**src/rtl/count_pkg.sv**
```systemverilog
// Shared types and wrap rule for the counter and its sequence checker.
// cnt_next is the single definition of "next value" for both sides.
package count_pkg;

  typedef enum logic [1:0] {
    IDLE   = 2'd0,
    SYNC   = 2'd1,
    LOCKED = 2'd2
  } state_t;

  localparam int DEFAULT_WIDTH = 32;
  localparam int CNT_MAX_W     = 64;

  typedef logic [CNT_MAX_W-1:0] cnt_t;

  localparam cnt_t CNT_ONE = cnt_t'(1);

  // m == 0 selects a plain power-of-two wrap.
  function automatic cnt_t cnt_next(
    input cnt_t x,
    input cnt_t m
  );
    if (m != '0 && x == m - CNT_ONE)
      return '0;
    return x + CNT_ONE;
  endfunction

endpackage

```
**src/rtl/count_next_calc.sv**
```systemverilog
// Combinational next-value helper built on count_pkg::cnt_next.
// Inputs are zero-extended, so truncation yields the 2^WIDTH wrap.
module count_next_calc
  import count_pkg::*;
#(
  parameter int WIDTH = DEFAULT_WIDTH
) (
  input  logic [WIDTH-1:0] x,
  input  logic [WIDTH-1:0] m,
  output logic [WIDTH-1:0] y
);

  cnt_t r;

  assign r = cnt_next(cnt_t'(x), cnt_t'(m));
  assign y = r[WIDTH-1:0];

  generate
    if (WIDTH < CNT_MAX_W) begin : g_hi
      logic unused_hi;
      assign unused_hi = ^r[CNT_MAX_W-1:WIDTH];
    end
  endgenerate

endmodule

```
**config.mk**
```make
export PLATFORM = sky130hd
export DESIGN_NAME = count_next_calc
export DESIGN_NICKNAME = d
export VERILOG_FILES = /design/src/rtl/count_pkg.sv /design/src/rtl/count_next_calc.sv
export SDC_FILE = /design/constraint.sdc
export NUM_CORES = 1
export LEC_CHECK = 0
export ABC_CLOCK_PERIOD_IN_PS = 5480
export CAP_MARGIN = 20
export CORE_ASPECT_RATIO = 0.5
export CORE_MARGIN = 2
export CORE_UTILIZATION = 35
export DETAILED_ROUTE_END_ITERATION = 8
export GPL_ROUTABILITY_DRIVEN = 0
export PLACE_DENSITY = 0.71
export SETUP_SLACK_MARGIN = 0.1
export SLEW_MARGIN = 20
export SYNTH_ARGS = -nofsm -noshare
export SYNTH_HDL_FRONTEND = slang
export SYNTH_SLANG_ARGS = --single-unit
```
**constraint.sdc**
```tcl
create_clock -name vclk -period 5.48
set_input_delay 1.37 -clock vclk [all_inputs]
set_output_delay 1.37 -clock vclk [all_outputs]
set_load 0.005 [all_outputs]
```
==> out/qor.csv, run 1 <==
stage;metric;value;unit
outcome;outcome;complete, but fails checks;
outcome;failing checks;negative setup slack;
cells_and_area;fillers;388;
detailed_routing;met3 routed WL;836;um
detailed_routing;drc violations;0;
global_routing;first-pass GRT wire length;14.78;mm
synth;Mapped Area;1993;um^2
timing;RSZ-0062 raised after global routing;yes;
global_routing;initial antenna violation count;0;
detailed_routing;top sig layer;met4;
pwr;Leakage;1.541;nW
detailed_routing;Post-DRT Antenna Nets;0;
setup_path;CP required;4.11;ns
floorplan;die extent in x;110.7;um
synth;Synth Area in XOR/XNOR;0.2932;
synth;Post-Syn Area per Cell;6.945;um^2
floorplan;FP Rows;19;
timing;Setup TNS;-6.629;ns
floorplan;Die Ht;57.36;um
global_routing;grt ovf;0;
global_routing;vias in the first global route;3105;
cells_and_area;sequential cell count;0;
synth;Netlist cell types;55;
setup_path;CP startpoint kind;primary input;
cells_and_area;share of layout cells above drive strength 1;0.3996;
synth;sequential-to-total area share from yosys stat;0;
place;Place WS;-0.5869;ns
timing;fin crit share;1.047;
pwr;overall power;0.2606;mW
cells_and_area;Layout Utilization;0.7163;
clocking;hold buffers post-CTS;0;
timing;Final setup viols;32;
timing;Achievable Freq;174.3;MHz
cells_and_area;clk_buf instances;0;
timing;final worst slack;-0.2588;ns
pwr;pwr dens;66.25;nW/um^2
detailed_routing;wl on met1;4.245;mm
synth;largest family of logic cells by synthesized area;simple AND/OR/NAND/NOR gates;
synth;Synth Area in Compound Gates;0.2241;
cells_and_area;P&R area growth vs syn;97.36;%
synth;synth warn;0;
synth;largest area contributor in the netlist;xnor2_1;
cells_and_area;storage element area;0;um^2
setup_path;Worst EP arrival;4.37;ns
setup_path;Critical Path End Type;output pin;
cells_and_area;n_diodes;0;
timing;Final Hold Vio Count;0;
detailed_routing;1st-iter DRT viols;214;
cells_and_area;Layout Nets;542;
worst_hold_path;HP Class;in2out;
floorplan;die area;6351;um^2
detailed_routing;First-pass DRT Iterations;5;
detailed_routing;vias post-DR;3225;
floorplan;Starting Density;0.3630;
place;Cells after DPL;519;
detailed_routing;met2 WL;4.743;mm
setup_path;WS Path Type;in2out;
floorplan;io pins;96;
pwr;Worst VDD drop;0.04192;mV
timing;Final Slew Violations;0;
timing;Worst-Margin Slew;0.5238;ns
synth;ranking of synthesized cells by area;xnor2_1, xor2_1, a21oi_1;
synth;syn_nets;354;
synth;top-area cell type share of the netlist area;0.1494;
detailed_routing;wire per inst;18.40;um
synth;Synth Area in Adders;0.01883;
synth;simple-gate share of the synthesized area;0.3974;
detailed_routing;final wirelength;10.05;mm
floorplan;Core Region;5492;um^2
setup_path;Max FO, Critical Path;10;
global_routing;gr usage total;0.2800;
place;DP Wirelength;6.779;mm
global_routing;largest net degree at the start of global routing;11;
synth;mux cell area share after synthesis;0.01507;
synth;Post-Synthesis Cells;287;
cells_and_area;Non-Filler Instances;546;
detailed_routing;Avg Vias per Cell;5.907;
place;number of port buffers;96;
run;max_cap viols;0;
timing;fin crit period;5.739;ns
timing;slew margin rel.;0.6464;
==> Yosys cell counts, drive strengths merged, types with 8 or more instances <==
cell	count
nor4	13
nand2	13
nand3	21
nor3	9
xnor2	34
buf	8
or4	13
xor2	30
and3	12
nor2	19
a21oi	33
==> repair_timing <==
| item | in CTS | in global routing |
|---|---|---|
| resized for setup | 209 | 20 |
| pin swaps | 24 | 17 |
| buffers inserted | 24 | 1 |
| gates cloned | 3 | 0 |
| setup endpoints to repair | 32 | 32 |
| hold endpoints to repair | 0 | 0 |
==> cell type report <==
cell class	count	area [um^2]	area share
multi-input combinational	269	2102	0.5344
tap	73	91.34	0.02322
inverter	3	11.26	0.002863
timing repair buffer	201	1729	0.4396
==> kinds of logic after synthesis <==
| family | count (synthesis) |
|---|---|
| AO/OA/AOI/OAI | 64 |
| AND/OR/NAND/NOR | 134 |
| adder cells (fa/ha/maj) | 3 |
| multiplexers | 3 |
| XOR/XNOR | 65 |
| buffers and inverters | 18 |
==> metrics by stage <==
| step | hold WS, ns | instance area, um^2 |
|---|---|---|
| 5_1_grt | 3.540 | 3934 |
| 4_1_cts | 3.510 | 3913 |
| 3_5_place_dp | 3.822 | 3556 |
| 2_1_floorplan | 2.758 | 1993 |
| 6_report | 3.513 | 3934 |
| 3_3_place_gp | 3.836 | 3556 |
==> cell usage in the layout, fill, tap and decap left out, types with 3 or more instances in the layout <==
master	n
nor4_2	3
nor2_1	19
nand2b_1	3
buf_8	3
clkdlybuf4s50_1	43
nand2_1	13
or3_1	3
or4_4	6
buf_12	3
or4_1	7
and4_1	4
inv_1	3
nand4_1	7
nor4_1	6
a211o_1	3
and3_1	12
a21oi_2	19
buf_6	21
xor2_1	30
nand3b_1	3
nand3_1	21
nor3_1	7
o31ai_1	3
mux2i_1	3
nor4_4	4
buf_2	28
xnor2_1	34
buf_4	80
dlygate4sd2_1	18
a21oi_1	14
==> routing by layer <==
layer  up-vias  global-route usage
met5         -                   0
met4         0             0.04821
met3        28             0.02550
met2       179              0.5057
met1      1549              0.3751
li1       1469                   -
==> critical path: stages <==
cell             delay [ns]
clkdlybuf4s50_1        0.41
or3_1                  0.39
nor4_1                 0.29
buf_4                  0.19
xnor2_1                0.08
o41ai_1                0.39
nand4_1                0.23
a2111oi_4              0.34
buf_6                  0.18
buf_6                  0.14
a21oi_1                0.08
dlygate4sd2_1          0.27
==> report_power, final <==
group	switching (mW)	total, mW	internal (mW)	leakage [nW]
sequential	0	0	0	0
combinational	0.125	0.261	0.136	1.54
clock	0	0	0	0
==> worst paths after layout <==
kind	cells after the start	to	from	slack, ns
max	12	y[28]	m[25]	-0.26
min	4	y[0]	x[0]	3.51
Note: power is estimated with default switching activity, not from simulation.
==> run 2, diff against run 1 <==
--- a/config.mk
+++ b/config.mk
@@ -8,7 +8,6 @@
 export ABC_CLOCK_PERIOD_IN_PS = 5480
 export CAP_MARGIN = 20
 export CORE_ASPECT_RATIO = 0.5
-export CORE_MARGIN = 2
 export CORE_UTILIZATION = 35
 export DETAILED_ROUTE_END_ITERATION = 8
 export GPL_ROUTABILITY_DRIVEN = 0
==> run 2 against run 1 <==
Compared with the run above:
- the flow still finishes with violations (negative setup slack)
- maximum frequency rose by 1.3%
- combinational power rose by 2%
- first-iteration DRC count fell by 4.7%
- clock-buffer cell count did not move
- worst setup slack improved by 0.075 ns
- flip-flop and latch count did not move
- wire length rose by 0.83%
- global-route usage rose by 2.3 points
- non-clock buffer count fell by 3
- worst hold slack got worse by 0.0075 ns
- largest cell class unchanged
==> out/qor.csv, run 2 (same netlist as run 1, synthesis figures left out) <==
stage;metric;value;unit;change
cells_and_area;commonest cells after routing, fill and taps aside;buf_4, clkdlybuf4s50_1, buf_2, xnor2_1, xor2_1;;
cells_and_area;Non-Filler Instances;540;;-1.1%
pwr;Worst VDD drop;0.04598;mV;+9.7%
cells_and_area;P&R area growth vs syn;100.2;%;
cells_and_area;share of layout cells above drive strength 1;0.4362;;+0.03659
place;DP Wirelength;6.878;mm;+1.5%
floorplan;io pins;96;;unchanged
clocking;hold buffers post-CTS;0;;unchanged
timing;Final setup viols;32;;unchanged
detailed_routing;wire per inst;18.76;um;+1.9%
setup_path;CP startpoint kind;primary input;;
global_routing;grt ovf;0;;unchanged
setup_path;CP required;4.11;ns;about the same
timing;Worst-Margin Slew;0.4475;ns;-0.07629 ns
setup_path;crit-path max cell delay;0.64;ns;+0.23 ns
floorplan;FP Rows;18;;-1
setup_path;Crit path depth;13;;+1
setup_path;crit path to;y[5];;
timing;final worst slack;-0.1837;ns;+0.07510 ns
cells_and_area;clk_buf instances;0;;unchanged
floorplan;die area;6019;um^2;-5.2%
setup_path;WS Path Type;in2out;;
setup_path;Critical Path End Type;output pin;;
floorplan;die extent in x;108.7;um;-1.8%
global_routing;gr usage total;0.3032;;+0.02322
detailed_routing;final wirelength;10.13;mm;+0.83%
cells_and_area;design area;3990;um^2;+1.4%
cells_and_area;most common cell after layout, fill and taps aside;buf_4;;
cells_and_area;n_diodes;0;;unchanged
global_routing;largest net degree at the start of global routing;12;;+1
detailed_routing;drc violations;0;;unchanged
cells_and_area;Multi-input gate area;2158;um^2;+2.7%
place;Place WS;-0.6603;ns;-0.07334 ns
timing;Setup TNS;-4.250;ns;+2.379 ns
place;number of port buffers;96;;unchanged
worst_hold_path;HP Class;in2out;;
cells_and_area;sequential cell count;0;;unchanged
setup_path;Crit path max-delay family;buffers and inverters;;
cells_and_area;storage element area;0;um^2;unchanged
outcome;outcome;complete, but fails checks;;
detailed_routing;vias post-DR;3177;;-1.5%
outcome;failing checks;negative setup slack;;
floorplan;Starting Density;0.3831;;+0.02016
setup_path;critical path, cell by cell;clkdlybuf4s50_1 > or4_1 > nor4_4 > buf_4 > o21a_1 > nand4b_1 > a2111oi_4 > buf_4 > buf_6 > buf_16 > buf_6 > a21oi_2 > buf_2;;
timing;RSZ-0062 raised after global routing;yes;;
detailed_routing;1st-iter DRT viols;204;;-4.7%
floorplan;Die Ht;55.36;um;-3.5%
timing;Final Slew Violations;0;;unchanged
setup_path;Worst EP arrival;4.29;ns;-0.08 ns
floorplan;Core Region;5202;um^2;-5.3%
detailed_routing;Post-DRT Antenna Nets;0;;unchanged
timing;Achievable Freq;176.6;MHz;+1.3%
place;Cells after DPL;513;;-1.2%
place;post-place instance area;3542;um^2;-0.39%
timing;slew margin rel.;0.7007;;+0.05428
setup_path;Buf+Inv Stages, Crit Path;7;;+2
global_routing;first-pass GRT wire length;14.73;mm;-0.32%
pwr;overall power;0.2675;mW;+2.6%
global_routing;vias in the first global route;3135;;+0.97%
timing;fin crit period;5.664;ns;-0.07510 ns
detailed_routing;First-pass DRT Iterations;5;;unchanged
pwr;Leakage;1.555;nW;+0.90%
cells_and_area;Layout Nets;539;;-0.55%
setup_path;Crit-path slowest cell;or4_1;;
run;max_cap viols;0;;unchanged
cells_and_area;fillers;370;;-4.6%
setup_path;Max FO, Critical Path;4;;-6
timing;fin crit share;1.034;;-0.01371
timing;Final Hold Vio Count;0;;unchanged
global_routing;initial antenna violation count;0;;unchanged
detailed_routing;Avg Vias per Cell;5.883;;-0.39%
setup_path;Worst Setup SP;m[9];;
pwr;pwr dens;67.04;nW/um^2;+1.2%
[run 2: cell count changes in the layout (fill, tap and decap cells not counted), moves of 3 or more]
cell	before	now
dlygate4sd2_1	18	5
a21oi_1	14	3
a21oi_2	19	29
buf_2	28	37
buf_8	3	0
clkdlybuf4s15_1	1	4
[run 2: repair_timing]
item | in CTS | in global routing
hold endpoints to repair | 0 | 0
gates resized for setup | 234 | 31
cloned | 4 | 2
setup buffers | 19 | 2
pin swaps | 39 | 10
setup endpoints to repair | 32 | 32
[run 2: report_power, final]
part	internal (mW)	switching (mW)	leakage (nW)
clock network	0	0	0
logic	0.140	0.128	1.55
registers	0	0	0
total	0.140	0.128	1.55
[run 2: per-layer routing]
| metal | up-vias | global-route usage | share of wire |
|---|---|---|---|
| li1 | 1470 | - | - |
| met1 | 1520 | 0.4059 | 0.42 |
| met2 | 158 | 0.5416 | 0.47 |
| met3 | 29 | 0.01771 | 0.077 |
| met4 | 0 | 0.04440 | 0.028 |
| met5 | - | 0 | 0 |
[run 2: area by class of cell]
cell class / count / share of cell area
Inverter: 3 / 0.002822
Multi-Input combinational cell: 269 / 0.5409
Tap cell: 70 / 0.02195
Timing Repair Buffer: 198 / 0.4343
[run 2: worst min path at each step]
stage | startpoint | endpoint | slack (ns) | cells past startpoint
final | x[0] | y[0] | 3.51 | 4
after global routing | x[0] | y[0] | 3.54 | 4
after CTS | x[0] | y[0] | 3.51 | 4
after detailed placement | x[0] | y[0] | 3.83 | 4
after global placement | x[0] | y[0] | 3.83 | 4
after floorplan | x[0] | y[0] | 2.76 | 1
[run 2: tightest hold or removal path, stage by stage]
cell             delay, ns
clkdlybuf4s50_1       0.49
buf_4                 0.13
a21oi_2               0.03
buf_2                 0.11
[run 2: per-stage QoR]
| step | hold slack, ns | util |
|---|---|---|
| after floorplan | 2.758 | - |
| after global placement | 3.830 | 0.6809 |
| after detailed placement | 3.826 | 0.6809 |
| after CTS | 3.513 | 0.7294 |
| after global routing | 3.535 | 0.7670 |
| final | 3.505 | 0.7670 |
==> run 3, diff against run 2 <==
--- a/config.mk
+++ b/config.mk
@@ -10,8 +10,8 @@
 export CORE_ASPECT_RATIO = 0.5
 export CORE_UTILIZATION = 35
 export DETAILED_ROUTE_END_ITERATION = 8
+export DONT_BUFFER_PORTS = 1
 export GPL_ROUTABILITY_DRIVEN = 0
-export PLACE_DENSITY = 0.71
 export SETUP_SLACK_MARGIN = 0.1
 export SLEW_MARGIN = 20
 export SYNTH_ARGS = -nofsm -noshare
==> run 3 against run 2 <==
Compared with the run above:
- the flow now finishes without violations
- global-route usage shrank 10 points
- combinational power shrank 61%
- cell area shrank 48%
- worst hold slack lost 0.74 ns
- critical path depth shrank 5
- highest routed layer unchanged
==> out/qor.csv, run 3 (same netlist as run 1, synthesis figures left out) <==
stage;metric;value;unit;change
outcome;outcome;completed;;
setup_path;critical path, cell by cell;nor4_1 > nand4_1 > or4_1 > o21ai_0 > o2111ai_1 > a2111oi_4 > buf_4 > a21oi_1;;
timing;Hold Worst Slack;2.763;ns;-0.7422 ns
cells_and_area;Layout Utilization;0.3985;;-0.3684
pwr;Worst VDD drop;0.02053;mV;-55%
detailed_routing;vias post-DR;2207;;-31%
global_routing;largest net degree at the start of global routing;23;;+11
floorplan;die extent in x;108.7;um;unchanged
cells_and_area;sequential cell count;0;;unchanged
timing;RSZ-0062 raised after global routing;no;;
pwr;switching part of the total;0.5184;;+0.03990
floorplan;die area;6019;um^2;unchanged
cells_and_area;storage element area;0;um^2;unchanged
detailed_routing;1st-iter DRT viols;101;;-50%
pwr;Clock Power Share;0;;unchanged
setup_path;Crit path max-delay family;simple AND/OR/NAND/NOR gates;;
worst_hold_path;HP Class;in2out;;
timing;Worst-Margin Slew;0.5710;ns;+0.1235 ns
place;Place WS;0.2782;ns;+0.9385 ns
timing;Final Slew Violations;0;;unchanged
floorplan;Core Region;5202;um^2;unchanged
setup_path;CP startpoint kind;primary input;;
floorplan;FP Rows;18;;unchanged
setup_path;crit-path max cell delay;0.52;ns;-0.12 ns
global_routing;vias in the first global route;2087;;-33%
pwr;Flop pwr share;0;;unchanged
timing;fin crit share;0.9568;;-0.07670
place;Cells after DPL;351;;-32%
cells_and_area;share of layout cells above drive strength 1;0.07117;;-0.3650
floorplan;Starting Density;0.3831;;unchanged
run;max_cap viols;0;;unchanged
pwr;combinational power share;1.000;;about the same
pwr;overall power;0.1044;mW;-61%
cells_and_area;Non-Filler Instances;351;;-35%
detailed_routing;drc violations;0;;unchanged
cells_and_area;most common cell after layout, fill and taps aside;xnor2_1;;
timing;slew margin rel.;0.6158;;-0.08483
detailed_routing;First-pass DRT Iterations;4;;-1
pwr;P_int;0.05028;mW;-64%
floorplan;Die Ht;55.36;um;unchanged
timing;final worst slack;0.2366;ns;+0.4203 ns
setup_path;Critical Path End Type;output pin;;
timing;fin crit period;5.243;ns;-0.4203 ns
global_routing;gr usage total;0.2035;;-0.09968
cells_and_area;P&R area growth vs syn;4.018;%;
detailed_routing;Post-DRT Antenna Nets;0;;unchanged
setup_path;Worst EP arrival;3.87;ns;-0.42 ns
pwr;Leakage;0.5798;nW;-63%
place;number of port buffers;0;;-100%
global_routing;grt ovf;0;;unchanged
timing;Setup TNS;0;ns;+4.250 ns
timing;Final setup viols;0;;-100%
setup_path;Crit-path slowest cell;nor4_1;;
cells_and_area;n_diodes;0;;unchanged
place;post-place instance area;2073;um^2;-41%
detailed_routing;Avg Vias per Cell;6.288;;+6.9%
pwr;Switching Power;0.05412;mW;-58%
timing;Final Hold Vio Count;0;;unchanged
detailed_routing;final wirelength;6.419;mm;-37%
timing;Achievable Freq;190.7;MHz;+8.0%
global_routing;first-pass GRT wire length;10.19;mm;-31%
clocking;hold buffers post-CTS;0;;unchanged
clocking;post-cts sizing count;0;;-100%
setup_path;Buf+Inv Stages, Crit Path;1;;-6
cells_and_area;design area;2073;um^2;-48%
cells_and_area;clk_buf instances;0;;unchanged
cells_and_area;Layout Nets;350;;-35%
setup_path;WS Path Type;in2out;;
place;DP Wirelength;5.433;mm;-21%
floorplan;io pins;96;;unchanged
pwr;pwr dens;50.35;nW/um^2;-25%
cells_and_area;commonest cells after routing, fill and taps aside;xnor2_1, xor2_1, a21oi_1, nand3_1, nor2_1;;
setup_path;CP required;4.11;ns;about the same
clocking;post-CTS setup repair buffer count;0;;-19
setup_path;Max FO, Critical Path;10;;+6
global_routing;initial antenna violation count;0;;unchanged
detailed_routing;wire per inst;18.29;um;-2.5%
## run 3: cell types whose count changed in the layout (fill, tap and decap cells not counted), moves of 19 or more
cell / previous run / this run
a21oi_1: 3 / 30
a21oi_2: 29 / 3
buf_2: 37 / 0
buf_4: 79 / 8
buf_6: 19 / 0
clkdlybuf4s50_1: 44 / 0
## run 3: path summary, 6_finish.rpt
kind | start | endpoint | slack [ns] | cells after the start
worst max-delay path | m[1] | y[20] | 0.24 | 8
worst min-delay path | x[0] | y[0] | 2.76 | 1
## run 3: routing by layer
layer / GRT usage / routed length [um]
met2: 0.3300 / 2782
met5: 0 / 0
met4: 0.01351 / 29
met3: 0.05313 / 731
met1: 0.2798 / 2875
## run 3: power by group through the flow
stage	Sequential [mW]	Clock, mW	Combinational, mW
2_1_floorplan	0	0	0.0910
3_3_place_gp	0	0	0.100
3_5_place_dp	0	0	0.103
4_1_cts	0	0	0.103
5_1_grt	0	0	0.115
6_report	0	0	0.104
## run 3: area by class of cell
type,count,area (um^2)
Fill cell,548,3129
Multi-Input combinational cell,269,1894
Inverter,3,11.26
Tap cell,70,87.58
Timing Repair Buffer,9,80.08
